## config.mk

```make
export PLATFORM = sky130hd
export DESIGN_NAME = reg_share_arbiter_flat
export DESIGN_NICKNAME = d
export VERILOG_FILES = /design/src/rtl/reg_share_arbiter_if.sv /design/src/rtl/reg_share_arbiter.sv /design/src/flat_wrapper.sv
export SDC_FILE = /design/constraint.sdc
export NUM_CORES = 1
export LEC_CHECK = 0
export BUFFER_PORTS_ARGS = -buffer_cell sky130_fd_sc_hd__buf_2
export CORE_ASPECT_RATIO = 1.25
export CORE_MARGIN = 10
export CORE_UTILIZATION = 40
export CTS_BUF_LIST = sky130_fd_sc_hd__clkbuf_4 sky130_fd_sc_hd__clkbuf_8
export DETAILED_ROUTE_END_ITERATION = 12
export SLEW_MARGIN = 0
export SYNTH_ARGS = -nofsm -noshare
export SYNTH_HDL_FRONTEND = slang
export SYNTH_SLANG_ARGS = --single-unit
```

## constraint.sdc

```tcl
create_clock -name clk -period 3.1 [get_ports clk]
set_clock_uncertainty 0.1 [all_clocks]
set_input_delay 0.31 -clock clk [delete_from_list [all_inputs] [get_ports clk]]
set_output_delay 0.31 -clock clk [all_outputs]
set_load 0.01 [all_outputs]
```

## src/rtl/reg_share_arbiter_if.sv

```systemverilog
// ---------------------------------------------------------------------------
// reg_share_arbiter_if
// Bundles the requester-side bus of the shared-register arbiter.
//   req     : per-requester level write request
//   wdata   : flattened requester data, requester i at [i*WIDTH +: WIDTH]
//   flush   : synchronous abort/clear, active-high
//   grant   : one-hot grant pulse
//   q       : shared register contents
//   q_valid : q holds data written since the last reset/flush
//   owner   : index of the requester that last wrote q
//   busy    : arbiter is in a grant or hold window
// Modports: master = requester side, slave = arbiter side.
// ---------------------------------------------------------------------------
interface reg_share_arbiter_if #(
    parameter int NUM_REQ = 4,
    parameter int WIDTH   = 8
);
    localparam int OW = (NUM_REQ > 1) ? $clog2(NUM_REQ) : 1;

    logic [NUM_REQ-1:0]       req;
    logic [NUM_REQ*WIDTH-1:0] wdata;
    logic                     flush;
    logic [NUM_REQ-1:0]       grant;
    logic [WIDTH-1:0]         q;
    logic                     q_valid;
    logic [OW-1:0]            owner;
    logic                     busy;

    modport master (
        output req, wdata, flush,
        input  grant, q, q_valid, owner, busy
    );

    modport slave (
        input  req, wdata, flush,
        output grant, q, q_valid, owner, busy
    );
endinterface

```

## src/rtl/reg_share_arbiter.sv

```systemverilog
// ---------------------------------------------------------------------------
// reg_share_arbiter
// Round-robin controller sharing one WIDTH-bit register among NUM_REQ
// requesters. A winning request loads its data into q in the GRANT cycle,
// then the arbiter waits HOLD_CYCLES cycles before arbitrating again.
// Ports:
//   clk   : rising-edge clock
//   reset : asynchronous active-low reset
//   bus   : reg_share_arbiter_if.slave (req/wdata/flush in,
//           grant/q/q_valid/owner/busy out, all outputs registered)
// ---------------------------------------------------------------------------
module reg_share_arbiter #(
    parameter int NUM_REQ     = 4,
    parameter int WIDTH       = 8,
    parameter int HOLD_CYCLES = 2
) (
    input  logic                  clk,
    input  logic                  reset,
    reg_share_arbiter_if.slave    bus
);
    localparam int OW = (NUM_REQ > 1) ? $clog2(NUM_REQ) : 1;
    localparam logic [3:0]    HOLD_LOAD = 4'(HOLD_CYCLES);
    localparam logic [OW-1:0] LAST_IDX  = OW'(NUM_REQ - 1);

    typedef enum logic [1:0] {
        ST_IDLE  = 2'd0,
        ST_GRANT = 2'd1,
        ST_HOLD  = 2'd2
    } state_t;

    state_t                state_r;
    logic [NUM_REQ-1:0]    grant_r;
    logic [WIDTH-1:0]      q_r;
    logic                  q_valid_r;
    logic [OW-1:0]         owner_r;
    logic                  busy_r;
    logic [OW-1:0]         rr_ptr_r;
    logic [3:0]            hold_cnt_r;

    logic                  found_s;
    logic [OW-1:0]         win_s;
    logic [OW-1:0]         rr_next_s;
    logic [NUM_REQ-1:0]    onehot_s;
    logic [WIDTH-1:0]      sel_data_s;
    logic [WIDTH-1:0]      wdata_arr_s [NUM_REQ];

    // Index reached by stepping k places up from ptr, wrapping modulo NUM_REQ.
    // One extra bit holds the sum before the wrap so nothing overflows.
    function automatic logic [OW-1:0] rr_index(input logic [OW-1:0] ptr, input int k);
        logic [OW:0] sum;
        sum = {1'b0, ptr} + (OW+1)'(k);
        if (sum >= (OW+1)'(NUM_REQ)) begin
            sum = sum - (OW+1)'(NUM_REQ);
        end else begin
            sum = sum;
        end
        return sum[OW-1:0];
    endfunction

    // Unpack the flattened requester data into one word per requester.
    for (genvar i = 0; i < NUM_REQ; i++) begin : g_unpack
        assign wdata_arr_s[i] = bus.wdata[i*WIDTH +: WIDTH];
    end

    // Round-robin search: first active request at or above the pointer.
    always_comb begin
        found_s    = 1'b0;
        win_s      = {OW{1'b0}};
        sel_data_s = {WIDTH{1'b0}};
        for (int k = 0; k < NUM_REQ; k++) begin
            if (!found_s && bus.req[rr_index(rr_ptr_r, k)]) begin
                found_s    = 1'b1;
                win_s      = rr_index(rr_ptr_r, k);
                sel_data_s = wdata_arr_s[rr_index(rr_ptr_r, k)];
            end else begin
                found_s = found_s;
            end
        end
        if (win_s == LAST_IDX) begin
            rr_next_s = {OW{1'b0}};
        end else begin
            rr_next_s = win_s + OW'(1);
        end
        onehot_s = {{(NUM_REQ-1){1'b0}}, 1'b1} << win_s;
    end

    // Arbitration FSM and all registered outputs.
    always_ff @(posedge clk or negedge reset) begin
        if (!reset) begin
            state_r    <= ST_IDLE;
            grant_r    <= {NUM_REQ{1'b0}};
            q_r        <= {WIDTH{1'b0}};
            q_valid_r  <= 1'b0;
            owner_r    <= {OW{1'b0}};
            busy_r     <= 1'b0;
            rr_ptr_r   <= {OW{1'b0}};
            hold_cnt_r <= 4'd0;
        end else if (bus.flush) begin
            // Abort wins over any pending request; owner and pointer persist.
            state_r    <= ST_IDLE;
            grant_r    <= {NUM_REQ{1'b0}};
            q_r        <= {WIDTH{1'b0}};
            q_valid_r  <= 1'b0;
            busy_r     <= 1'b0;
            hold_cnt_r <= 4'd0;
        end else begin
            case (state_r)
                ST_IDLE: begin
                    if (found_s) begin
                        grant_r   <= onehot_s;
                        q_r       <= sel_data_s;
                        q_valid_r <= 1'b1;
                        owner_r   <= win_s;
                        rr_ptr_r  <= rr_next_s;
                        busy_r    <= 1'b1;
                        state_r   <= ST_GRANT;
                    end else begin
                        state_r <= ST_IDLE;
                    end
                end
                ST_GRANT: begin
                    grant_r <= {NUM_REQ{1'b0}};
                    if (HOLD_LOAD == 4'd0) begin
                        busy_r  <= 1'b0;
                        state_r <= ST_IDLE;
                    end else begin
                        hold_cnt_r <= HOLD_LOAD;
                        state_r    <= ST_HOLD;
                    end
                end
                ST_HOLD: begin
                    // Leave on the 1->0 step; a zero count is treated the same
                    // so a corrupted counter cannot stall the arbiter.
                    if (hold_cnt_r <= 4'd1) begin
                        hold_cnt_r <= 4'd0;
                        busy_r     <= 1'b0;
                        state_r    <= ST_IDLE;
                    end else begin
                        hold_cnt_r <= hold_cnt_r - 4'd1;
                    end
                end
                default: begin
                    state_r    <= ST_IDLE;
                    grant_r    <= {NUM_REQ{1'b0}};
                    busy_r     <= 1'b0;
                    hold_cnt_r <= 4'd0;
                end
            endcase
        end
    end

    assign bus.grant   = grant_r;
    assign bus.q       = q_r;
    assign bus.q_valid = q_valid_r;
    assign bus.owner   = owner_r;
    assign bus.busy    = busy_r;

endmodule

```

## src/flat_wrapper.sv

```systemverilog
// flat-port wrapper written by rule: the top's interface ports become plain ports
module reg_share_arbiter_flat 
#(
    parameter int NUM_REQ     = 4,
    parameter int WIDTH       = 8,
    parameter int HOLD_CYCLES = 2
)
  (clk, reset, bus_req, bus_wdata, bus_flush, bus_grant, bus_q, bus_q_valid, bus_owner, bus_busy);
  reg_share_arbiter_if #(.NUM_REQ(NUM_REQ), .WIDTH(WIDTH)) bus_i ();
  input  logic clk;
  input  logic reset;
  input wire logic [$bits(bus_i.req)-1:0] bus_req;
  input wire logic [$bits(bus_i.wdata)-1:0] bus_wdata;
  input wire logic [$bits(bus_i.flush)-1:0] bus_flush;
  output wire logic [$bits(bus_i.grant)-1:0] bus_grant;
  output wire logic [$bits(bus_i.q)-1:0] bus_q;
  output wire logic [$bits(bus_i.q_valid)-1:0] bus_q_valid;
  output wire logic [$bits(bus_i.owner)-1:0] bus_owner;
  output wire logic [$bits(bus_i.busy)-1:0] bus_busy;
  assign bus_i.req = bus_req;
  assign bus_i.wdata = bus_wdata;
  assign bus_i.flush = bus_flush;
  assign bus_grant = bus_i.grant;
  assign bus_q = bus_i.q;
  assign bus_q_valid = bus_i.q_valid;
  assign bus_owner = bus_i.owner;
  assign bus_busy = bus_i.busy;
  reg_share_arbiter #(.NUM_REQ(NUM_REQ), .WIDTH(WIDTH), .HOLD_CYCLES(HOLD_CYCLES)) u_core (.clk(clk), .reset(reset), .bus(bus_i));
endmodule
```

# Yosys cells after proc, flatten, opt, wreduce, memory -nomap -nowiden
# Index checks and enable logic that the tools add are counted.
# totals
regBits,24
latchBits,0
ram_bits,0
romBits,0
inputBits,39
wordCells,117
memories,0
# classes
addsub,9
mul,0
div,0
order_cmp,13
eq_ne,8
n_shift,1
n_mux,60
bitwise,5
reduce_logical,13
# op_table
cell,count
8-bit two-way mux,15
8-bit binary-select mux with 2-bit select,4
2-bit two-way mux,15
"3-bit >= comparator, second input constant",7
4-bit two-way mux,4
1-bit two-way mux,14
"2-bit by 3-bit < comparator with 1-bit output, second input constant",4
2-bit NOT with 3-bit output,4
4-bit one-hot mux with 3 select lines,1
1-bit binary-select mux with 2-bit select,4
4-bit one-hot mux with 2 select lines,1
"2-bit by 1-bit subtractor with 2-bit output, second input constant",4
"2-bit by 2-bit adder with 3-bit output, second input constant",2
"2-bit != test, second input constant",3
"3-bit by 2-bit != test with 1-bit output, second input constant",2
2-bit one-hot mux with 3 select lines,1
3-bit AND reduction,2
"2-bit equality test, second input constant",2
"4-bit by 1-bit <= comparator with 1-bit output, second input constant",1
2-bit AND reduction,2
2-bit nonzero test,2
"1-bit by 2-bit << shifter with 4-bit output, first input constant",1
"4-bit by 1-bit subtractor with 4-bit output, second input constant",1
"2-bit by 1-bit adder with 3-bit output, second input constant",1
other kinds (8),12

# Longest topological paths before layout
# Gate-level depths: netlist of run 1.
# depth
depth_word,22
mapped_depth,11

# Worst setup path after synthesis of run 1
# No wires, ideal clock.
# synth_timing
path_kind,register to register
start,register u_core.rr_ptr_r[0]
end,register u_core.grant_r[2] (netlist: u_core.bus.grant[2])
setup_ps,132
arrival_ps,2057
required_time_ps,2868
path_slack_ps,811
stages_incl_launch_ff,12
path_buffers,4
synth_period_minus_slack_ps,2289
cell_sequence,dfrtp_1 -> buf_6 -> buf_2 -> buf_2 -> buf_2 -> a21boi_0 -> o21ai_0 -> inv_1 -> ha_1 -> a22o_1 -> a22oi_1 -> nor2_1
# synth_via
elab_chain_cells,18
elab_cells_between_ends,43
# synth_rtl
item,line_no,rtl
"start, declared",reg_share_arbiter.sv:37,logic [OW-1:0] rr_ptr_r;
"start signal, assigned",reg_share_arbiter.sv:96,rr_ptr_r <= {OW{1'b0}};
"start signal, assigned",reg_share_arbiter.sv:114,rr_ptr_r <= rr_next_s;
"parallel branches: the longest is 13 deep, another holds 2-bit by 1-bit adder with 3-bit output",-,
2-bit two-way mux (*),reg_share_arbiter.sv:71,"if (!found_s && bus.req[rr_index(rr_ptr_r, k)]) begin"
via u_core.win_s[1],reg_share_arbiter.sv:41,logic [OW-1:0] win_s;
1-bit by 2-bit << shifter with 4-bit output (*),reg_share_arbiter.sv:84,"onehot_s = {{(NUM_REQ-1){1'b0}}, 1'b1} << win_s;"
4-bit two-way mux (*),reg_share_arbiter.sv:109,if (found_s) begin
4-bit one-hot mux with 2 select lines (*),reg_share_arbiter.sv:107,case (state_r)
4-bit two-way mux (*),reg_share_arbiter.sv:98,end else if (bus.flush) begin
"end signal, assigned",reg_share_arbiter.sv:91,grant_r <= {NUM_REQ{1'b0}};
"end signal, assigned",reg_share_arbiter.sv:101,grant_r <= {NUM_REQ{1'b0}};
"end signal, assigned",reg_share_arbiter.sv:110,grant_r <= onehot_s;
"end, declared",reg_share_arbiter.sv:32,logic [NUM_REQ-1:0] grant_r;
# Mark *: on every way through the listed nets, which the timed path passes. The select of a mux whose other input is x is not followed.
# A chain may end at the register's enable or synchronous reset.

# Worst setup path after layout of run 1
# layout_timing
start,register u_core.rr_ptr_r[0]
end,register u_core.grant_r[3] (netlist: u_core.bus.grant[3])
# Same word-level chain as after synthesis.

==> results of run 1 <==
-- layout by cell type (no fill, tap or decap), types with 9 or more instances in the layout --
cell and n:
a21oi_1 11, nor2_1 26, o2bb2ai_1 10, o211ai_1 12, inv_1 16, ha_1 9
buf_2 54, o21ai_0 11, nor2b_1 11, mux4_2 16, mux2i_1 9, a22oi_1 9
dfrtp_1 23, nand2_1 12
-- power breakdown --
part / switching [W] / internal, W
Clock: 0.000103 / 0.000173
Sequential: 0.0000850 / 0.000381
Combinational: 0.000589 / 0.000501
-- final timing paths --
check,startpoint,endpoint,slack (ps),cells after the start
min in group asynchronous,reset,u_core.hold_cnt_r[2],460,2
min reg2reg,u_core.bus.owner[1],u_core.bus.owner[1],380,2
min,bus_wdata[3],u_core.bus.q[3],310,3
max in group asynchronous,reset,u_core.rr_ptr_r[0],2040,2
max reg2reg,u_core.rr_ptr_r[0],u_core.bus.grant[3],640,8
max,u_core.rr_ptr_r[0],u_core.bus.grant[3],640,8
-- per-stage QoR --
step | power [W] | instances | utilization (%)
floorplan | 0.00132 | 291 | -
global placement | 0.00156 | 407 | 45.9
detailed placement | 0.00156 | 407 | 45.9
CTS | 0.00185 | 412 | 47.2
global route | 0.00199 | 412 | 47.2
finish | 0.00183 | 412 | 47.2
-- sequential cells by signal, summed over array words and instances, names as in the netlist --
signal,flops
u_core.bus.busy,1
u_core.bus.grant,4
u_core.bus.owner,2
u_core.bus.q,8
u_core.bus.q_valid,1
u_core.hold_cnt_r,4
u_core.rr_ptr_r,2
u_core.state_r,2
-- area by class of cell --
type | count | area, sq um
multi-input cells | 225 | 1810
flip-flops and latches | 24 | 602
fillers | 640 | 3300
repair buffers | 58 | 303
clock inverters | 1 | 30.0
well taps | 85 | 106
clock buffers | 3 | 41.3
inverters | 16 | 60.1
-- kinds of logic (layout without fill, tap and decap cells) --
logic type | after synthesis | count (layout) | share of synthesized area [%]
muxes | 26 | 26 | 17.7
adders and majority gates | 9 | 9 | 4.32
DFF | 24 | 24 | 23.1
buffers and inverters | 42 | 78 | 7.64
AOI/OAI and AO/OA | 94 | 94 | 26.0
and+or+nand+nor | 96 | 96 | 21.3
-- critical path: stages, from the launching register on --
cell	delay, ps
dfrtp_2	570
nor2b_1	500
nor3_1	90
o22ai_1	320
inv_1	140
ha_1	210
a22o_1	190
a22oi_1	140
nor2_1	60
-- metal layers --
| layer | vias to the layer above | share of wire, % |
|---|---|---|
| li1 | 1185 | - |
| met1 | 1186 | 48 |
| met2 | 44 | 48 |
| met3 | 6 | 3.1 |
| met4 | 0 | 0.68 |
| met5 | - | 0 |
==> results_dict.tcl, run 1 <==
set metrics [dict create \
    yosysSeqAreaShare_pct 23.1 \
    leakage_nw 1.27 \
    synth_common_cells "26 x nor2_1, 24 x dfrtp_1, 16 x inv_1, 16 x mux4_2" \
    tightest_slew_ps 659 \
    firstDrtPassIters 4 \
    syn_to_final_growth_pct 13.2 \
    busiest_layer "met2" \
    dp_hpwl_mm 5.23 \
    cts_hold_buf 1 \
    fp-row-count 32 \
    routed_wl_mm 7.11 \
    synth_fp_nets 339 \
    overflow 0 \
    synth_edf_count 0 \
    cts_tree "done" \
    vias 2421 \
    critPathRequiredTime_ps 3140 \
    slew_viol_final 0 \
    maxCapViolCount 0 \
    ys_types 53 \
    crit_fanout 23 \
    cts_buffers 3 \
    die-area_sq_um 10200 \
    tns_ps 0 \
    grt_first_pass_wirelength_mm 12.0 \
    yosysWarnings 0 \
    insertion_delay_ps 270 \
    grt_start_max_net_pins 41 \
    cts_buffer_depth 2 \
    hp-class "input port to register" \
    viasPerCell 5.88 \
    met2_usage_pct 22.5 \
    clock-root-buffer "clkbuf_8" \
    drt_iter0_markers 95 \
    drc_errors 0 \
    start_kind "register" \
    end_kind "register" \
    placed_cell_area_sq_um 2870 \
    port_buffers 54 \
    cts_max_level 1 \
    worstSetupPathType "register to register" \
    coreArea_sq_um 6250 \
    fin_crit_ps 2460 \
    io_pins 55 \
    final_area_sq_um 2950 \
    antenna_cells 0 \
    antenna_found_initial 0 \
    worst_slack_ps 643 \
    fin_crit_sh_pct 79.3 \
    rsz0062_at_grt "false" \
    outcome "finished clean" \
    setup_viol 0 \
    hold_slack_ps 311 \
    synth.most_common_cell "nor2_1" \
    power_density_nw_per_um2 621 \
    hold_viol 0 \
    gp_congestion 0.857 \
    yosys.area.top_type_share_pct 23.1 \
    drive_above_1_share_pct 26.6 \
    clkSinkCount 24 \
    grt_use_met3_pct 1.89 \
    synthFlopType "dfrtp_1" \
    finalNetCount 376 \
    fp.dieH_um 110 \
    synth_area_per_cell_sq_um 8.95 \
    timing.fmax_mhz 407 \
    grt_pass1_vias 2403 \
    wl_per_cell_um 17.2 \
    ant_nets 0 \
    syn-cell-area_sq_um 2600 \
    synth_area_leaders "dfrtp_1 23%, mux4_2 14%, ha_1 4.3%, nor2_1 3.7%, mux2i_1 3.5%" \
    yosysTopAreaCell "dfrtp_1" \
    cts.repair.resized 0 \
    arrival_ps 2500 \
    synthArstFlopShare_pct 100 \
    start_util_pct 41.7 \
    grt_usage_pct 13.7 \
    max_slew_margin_pct 55.7 \
    fp.dieW_um 92.2 \
    post-place-ws_ps 668 \
    ir_drop_uv 395 \
    ys_ff_latch 24 \
    clkSlewWorstSetupHoldPaths_ps 80 \
    use_met1_pct 18.9 \
    post_cts_buffers 0 \
    syn_inst 291 \
]
Note: power is estimated with default switching activity, not from simulation.
==> inputs of run 2 (changes only) <==
==> constraint.sdc (replaced) <==
create_clock -name clk -period 2.5 [get_ports clk]
set_clock_uncertainty 0.1 [all_clocks]
set_input_delay 0.25 -clock clk [delete_from_list [all_inputs] [get_ports clk]]
set_output_delay 0.25 -clock clk [all_outputs]
set_load 0.01 [all_outputs]
==> run 2 against run 1 <==
Against the previous run: fmax is 8.3% higher; utilization grew 1.4 points; via count up 3.0%; worst setup slack lost 410 ps; non-clock buffer count rose by 12; combinational power grew 30%.
==> results_dict.tcl, run 2 (synthesis results as in run 1) <==
set metrics [dict create \
    outcome "finished clean" \
    hold_viol 0 \
    clkSlewWorstSetupHoldPaths_ps 80 \
    p_sw_w 0.000970 \
    start_kind "register" \
    leakage_nw 1.32 \
    hold_depth 3 \
    largest_register_ffs 8 \
    tns_ps 0 \
    cp.depth 4 \
    cts_tree "done" \
    ir_drop_uv 310 \
    fin_crit_sh_pct 90.8 \
    antenna_cells 0 \
    syn_to_final_growth_pct 16.5 \
    r2r_cells 4 \
    clkSinkCount 24 \
    crit_buf_inv 1 \
    finalNetCount 388 \
    die-area_sq_um 10200 \
    power_frac_seq_pct 25.6 \
    grt_first_pass_wirelength_mm 12.1 \
    hp-class "input port to register" \
    firstDrtPassIters 4 \
    clock_power_share_pct 11.6 \
    path_cells "buf_4 -> mux4_2 -> a2111oi_0 -> o21ai_1" \
    io_pins 55 \
    cp_slowest_cell "dfrtp_2" \
    fp.dieH_um 110 \
    insertion_delay_ps 260 \
    viasPerCell 5.88 \
    cts_buffers 3 \
    cts_buffer_depth 2 \
    max_slew_margin_pct 57.6 \
    end_kind "register" \
    routed_wl_mm 7.24 \
    grt_start_max_net_pins 25 \
    utilization_pct 48.6 \
    dp_hpwl_mm 5.49 \
    max_stage_delay_ps 620 \
    ant_nets 0 \
    critPathTopFamily "compound AO/OA/AOI/OAI gates" \
    cts_max_level 1 \
    coreArea_sq_um 6250 \
    maxCapViolCount 0 \
    start_util_pct 41.7 \
    r2r-end "u_core.bus.q[3]" \
    tightest_slew_ps 633 \
    slew_viol_final 0 \
    fp.dieW_um 92.2 \
    antenna_found_initial 0 \
    drive_above_1_share_pct 29.2 \
    hold_end "u_core.bus.q[7]" \
    p_sw_share_pct 42.9 \
    layout_commonest_cell "buf_2" \
    drc_errors 0 \
    power_density_nw_per_um2 745 \
    post_cts_buffers 0 \
    clock-root-buffer "clkbuf_8" \
    grt_pass1_vias 2407 \
    final_cell_mix "54 x buf_2, 26 x nor2_1, 23 x dfrtp_1" \
    worstSetupPathType "register to register" \
    rsz0062_at_grt "false" \
    grt_usage_pct 14.1 \
    timing.fmax_mhz 441 \
    port_buffers 54 \
    fin_crit_ps 2270 \
    overflow 0 \
    fp-row-count 32 \
    crit_fanout 23 \
    setup_viol 0 \
    pwr-share-comb_pct 62.8 \
    gp_congestion 0.917 \
    critPathRequiredTime_ps 2540 \
    arrival_ps 2300 \
    wl_per_cell_um 17.1 \
    r2r-start "u_core.rr_ptr_r[0]" \
    vias 2493 \
    intPower_w 0.00129 \
    hp-start "bus_wdata[7]" \
    r2r_slack_ps 230 \
    drt_iter0_markers 118 \
]
-- run 2: changes by cell type in the layout (fill, tap and decap cells not counted) --
cell / before / now
clkbuf_8: 3 / 4
buf_4: 3 / 14
buf_12: 0 / 1
bufinv_16: 1 / 0
-- run 2: repair_timing --
action                    in CTS  in global routing
hold endpoints to repair      24                  0
hold buffers                   1                  0
resized for setup              0                  0
-- run 2: final cells by class --
class | count | area, sq um
repair buffers | 70 | 405
clock buffers | 4 | 55.1
flip-flops and latches | 24 | 602
fillers | 637 | 3210
well taps | 85 | 106
inverters | 16 | 60.1
multi-input cells | 225 | 1810
-- run 2: power groups by stage --
stage,registers (W),logic [W],clock network [W]
2_1_floorplan,0.000557,0.00108,0
3_3_place_gp,0.000582,0.00141,0
3_5_place_dp,0.000585,0.00142,0
4_1_cts,0.000579,0.00142,0.000273
5_1_grt,0.000592,0.00157,0.000288
6_report,0.000579,0.00142,0.000261
-- run 2: per-layer routing --
| metal | part of all wire, % | vias up | GRT usage (%) | wire [um] |
|---|---|---|---|---|
| li1 | - | 1212 | - | - |
| met1 | 45 | 1198 | 19.3 | 3290 |
| met2 | 49 | 74 | 22.5 | 3520 |
| met3 | 4.4 | 9 | 1.89 | 319 |
| met4 | 1.5 | 0 | 4.53 | 111 |
| met5 | 0 | - | 0 | 0 |
-- run 2: worst max path at each step --
stage                                   from             endpoint  slack [ps]
after floorplan           u_core.rr_ptr_r[0]  u_core.bus.grant[2]         210
after global placement            bus_req[0]      u_core.bus.q[2]         310
after detailed placement  u_core.rr_ptr_r[0]      u_core.bus.q[3]         230
after CTS                 u_core.rr_ptr_r[0]      u_core.bus.q[3]         220
after global routing      u_core.rr_ptr_r[0]      u_core.bus.q[5]         100
final                     u_core.rr_ptr_r[0]      u_core.bus.q[3]         230
-- run 2: through the flow --
step | instances | area, sq um | worst slack [ps] | hold slack [ps] | total power, W
after CTS | 424 | 3030 | 224 | 259 | 0.00228
final | 424 | 3030 | 231 | 266 | 0.00226
after detailed placement | 419 | 2970 | 234 | 166 | 0.00200
after floorplan | 291 | 2610 | 211 | -146 | 0.00164
after global placement | 419 | 2970 | 310 | 168 | 0.00199
after global routing | 424 | 3030 | 96.0 | 286 | 0.00245
-- run 2: tightest hold or removal path: stages --
cell,delay [ps]
buf_2,110
a2111oi_0,110
o21ai_1,120
==> inputs of run 3 (changes only) <==
--- a/config.mk
+++ b/config.mk
@@ -5,6 +5,7 @@
 export SDC_FILE = /design/constraint.sdc
 export NUM_CORES = 1
 export LEC_CHECK = 0
+export ABC_AREA = 1
 export BUFFER_PORTS_ARGS = -buffer_cell sky130_fd_sc_hd__buf_2
 export CORE_ASPECT_RATIO = 1.25
 export CORE_MARGIN = 10
==> run 3 against run 2 <==
Against the previous run: first-iteration DRC count is 32% lower; final cell count increased by 32%; register-to-register slack got worse by 30 ps; worst setup slack worse by 31 ps; critical path depth is 8 higher; via count is 7.0% higher; utilization fell by 1.4 points; global-route usage is 0.79 points lower; sequential power grew 3%; highest routed layer unchanged.
==> results_dict.tcl, run 3 <==
set metrics [dict create \
    hold_viol 0 \
    cts_buffer_depth 2 \
    syn_to_final_growth_pct 13.8 \
    hp-class "input port to register" \
    yosysWarnings 0 \
    fin_crit_sh_pct 92.0 \
    antenna_found_initial 0 \
    synth.most_common_cell "nand2_1" \
    dp_hpwl_mm 5.46 \
    r2r_slack_ps 200 \
    syn-cell-area_sq_um 2570 \
    hold_depth 2 \
    synth_edf_count 0 \
    end_kind "register" \
    ir_drop_uv 586 \
    r2r-start "u_core.rr_ptr_r[0]" \
    timing.fmax_mhz 435 \
    firstDrtPassIters 4 \
    grt_first_pass_wirelength_mm 11.6 \
    r2r_cells 12 \
    grt_start_max_net_pins 41 \
    start_kind "register" \
    layout_commonest_cell "nand2_1" \
    hold_end "u_core.bus.q_valid" \
    clock_power_share_pct 5.9 \
    ys_types 29 \
    fp.dieH_um 110 \
    die-area_sq_um 10100 \
    clkSlewWorstSetupHoldPaths_ps 80 \
    post_cts_buffers 0 \
    vias 2667 \
    final_area_sq_um 2930 \
    p_sw_share_pct 56.9 \
    worst_slack_ps 200 \
    cts_tree "done" \
    gp_congestion 0.850 \
    largest_register_ffs 8 \
    setup_viol 0 \
    worstSetupPathType "register to register" \
    synth_common_cells "185 x nand2_1, 66 x nand3_1, 30 x inv_1" \
    synthArstFlopShare_pct 100 \
    r2r-end "u_core.rr_ptr_r[1]" \
    routed_wl_mm 6.61 \
    fp.dieW_um 91.7 \
    max_slew_margin_pct 65.2 \
    power_frac_seq_pct 16.1 \
    overflow 0 \
    placed_cell_area_sq_um 2870 \
    clock-root-buffer "clkbuf_8" \
    ant_nets 0 \
    yosys.area.top_type_share_pct 27.0 \
    fp-row-count 32 \
    synth_area_per_cell_sq_um 5.99 \
    tightest_slew_ps 522 \
    viasPerCell 4.77 \
    ys_ff_latch 24 \
    crit_fanout 17 \
    antenna_cells 0 \
    power_density_nw_per_um2 1270 \
    start_util_pct 41.4 \
    drt_iter0_markers 80 \
    cts_max_level 1 \
    leakage_nw 1.70 \
    coreArea_sq_um 6210 \
    insertion_delay_ps 260 \
    yosysTopAreaCell "nand2_1" \
    slew_viol_final 0 \
    maxCapViolCount 0 \
    drive_above_1_share_pct 19.0 \
    yosysSeqAreaShare_pct 23.4 \
    fin_crit_ps 2300 \
    drc_errors 0 \
    intPower_w 0.00160 \
    crit_start "u_core.rr_ptr_r[0]" \
    syn_inst 429 \
    total_power_w 0.00371 \
    outcome "finished clean" \
    arrival_ps 2350 \
    port_buffers 54 \
    post-place-ws_ps 181 \
    grt_usage_pct 13.3 \
    synthFlopType "dfrtp_1" \
    clkSinkCount 24 \
    synth_area_leaders "nand2_1 27%, dfrtp_1 23%, nand3_1 13%, o21ai_0 5.6%, ha_1 4.4%" \
    p_sw_w 0.00211 \
    cts_buffers 3 \
    synth_fp_nets 477 \
    final_cell_mix "185 x nand2_1, 66 x nand3_1, 54 x buf_2" \
    grt_pass1_vias 2513 \
    critPathRequiredTime_ps 2550 \
    pwr-share-comb_pct 77.9 \
    io_pins 55 \
    wl_per_cell_um 11.8 \
    hp-start "bus_flush" \
    finalNetCount 524 \
    utilization_pct 47.2 \
]
==> run 3: changes by cell type after synthesis, sizes merged, moves of 10 or more <==
cell     change
o211ai      -12
o2bb2ai     -10
mux4        -16
nor3        -13
nand2      +186
inv         +18
nor2b       -11
nand3       +67
o21ai       +16
==> run 3: worst max-delay path, stage by stage (launching register included) <==
cell	delay (ps)
dfrtp_1	500
buf_4	190
nand2_1	100
nand3_4	120
nand2_8	100
nor2_8	230
nand3_4	200
nand2_1	120
nand2_2	90
inv_1	90
ha_1	230
nand2_1	60
o21ai_1	50
==> run 3: how the worst max path moves through the flow <==
stage                                    end  slack, ps
after floorplan           u_core.rr_ptr_r[1]        520
final                     u_core.rr_ptr_r[1]        200
after detailed placement  u_core.rr_ptr_r[1]        180
after global routing      u_core.rr_ptr_r[1]       -0.7
after global placement    u_core.rr_ptr_r[1]        250
after CTS                 u_core.rr_ptr_r[1]        190
==> run 3: cells by family after synthesis <==
group                    share of synthesized area [%]
adder cells (fa/ha/maj)                           4.38
AND/OR/NAND/NOR                                   53.0
AO/OA/AOI/OAI                                     8.13
XOR/XNOR                                         0.681
flip-flops                                        23.4
buffers and inverters                             10.4
==> run 3: power groups by stage <==
stage          clock network [W]  registers [W]  logic (W)
4_1_cts                 0.000232       0.000599    0.00290
6_report                0.000221       0.000598    0.00289
3_5_place_dp                   0       0.000605    0.00289
2_1_floorplan                  0       0.000636    0.00231
5_1_grt                 0.000247       0.000615    0.00336
3_3_place_gp                   0       0.000603    0.00286
==> run 3: timing repair <==
action	CTS	global route
gates resized for setup	0	1
endpoints found under the setup margin	0	1
hold buffers	1	0
hold endpoints to repair	24	0
==> run 3: final cells by class <==
type,count,area [sq um]
well taps,85,106
repair buffers,63,344
inverters,35,131
multi-input cells,349,1700
fillers,679,3280
flip-flops and latches,24,601
clock buffers,3,41.3
==> run 3: layer usage <==
| metal | global-route usage [%] | vias up | wire, um |
|---|---|---|---|
| li1 | - | 1448 | - |
| met1 | 18.3 | 1151 | 3300 |
| met2 | 21.1 | 63 | 2940 |
| met3 | 2.32 | 5 | 308 |
| met4 | 3.64 | 0 | 68 |
| met5 | 0 | - | 0 |
==> run 3: per-stage QoR <==
stage / hold WS (ps) / setup TNS, ps / cells
finish: 97.4 / 0 / 559
CTS: 91.6 / 0 / 559
floorplan: -146 / 0 / 429
global route: 86.5 / -0.682 / 559
global placement: 161 / 0 / 555
detailed placement: 163 / 0 / 555
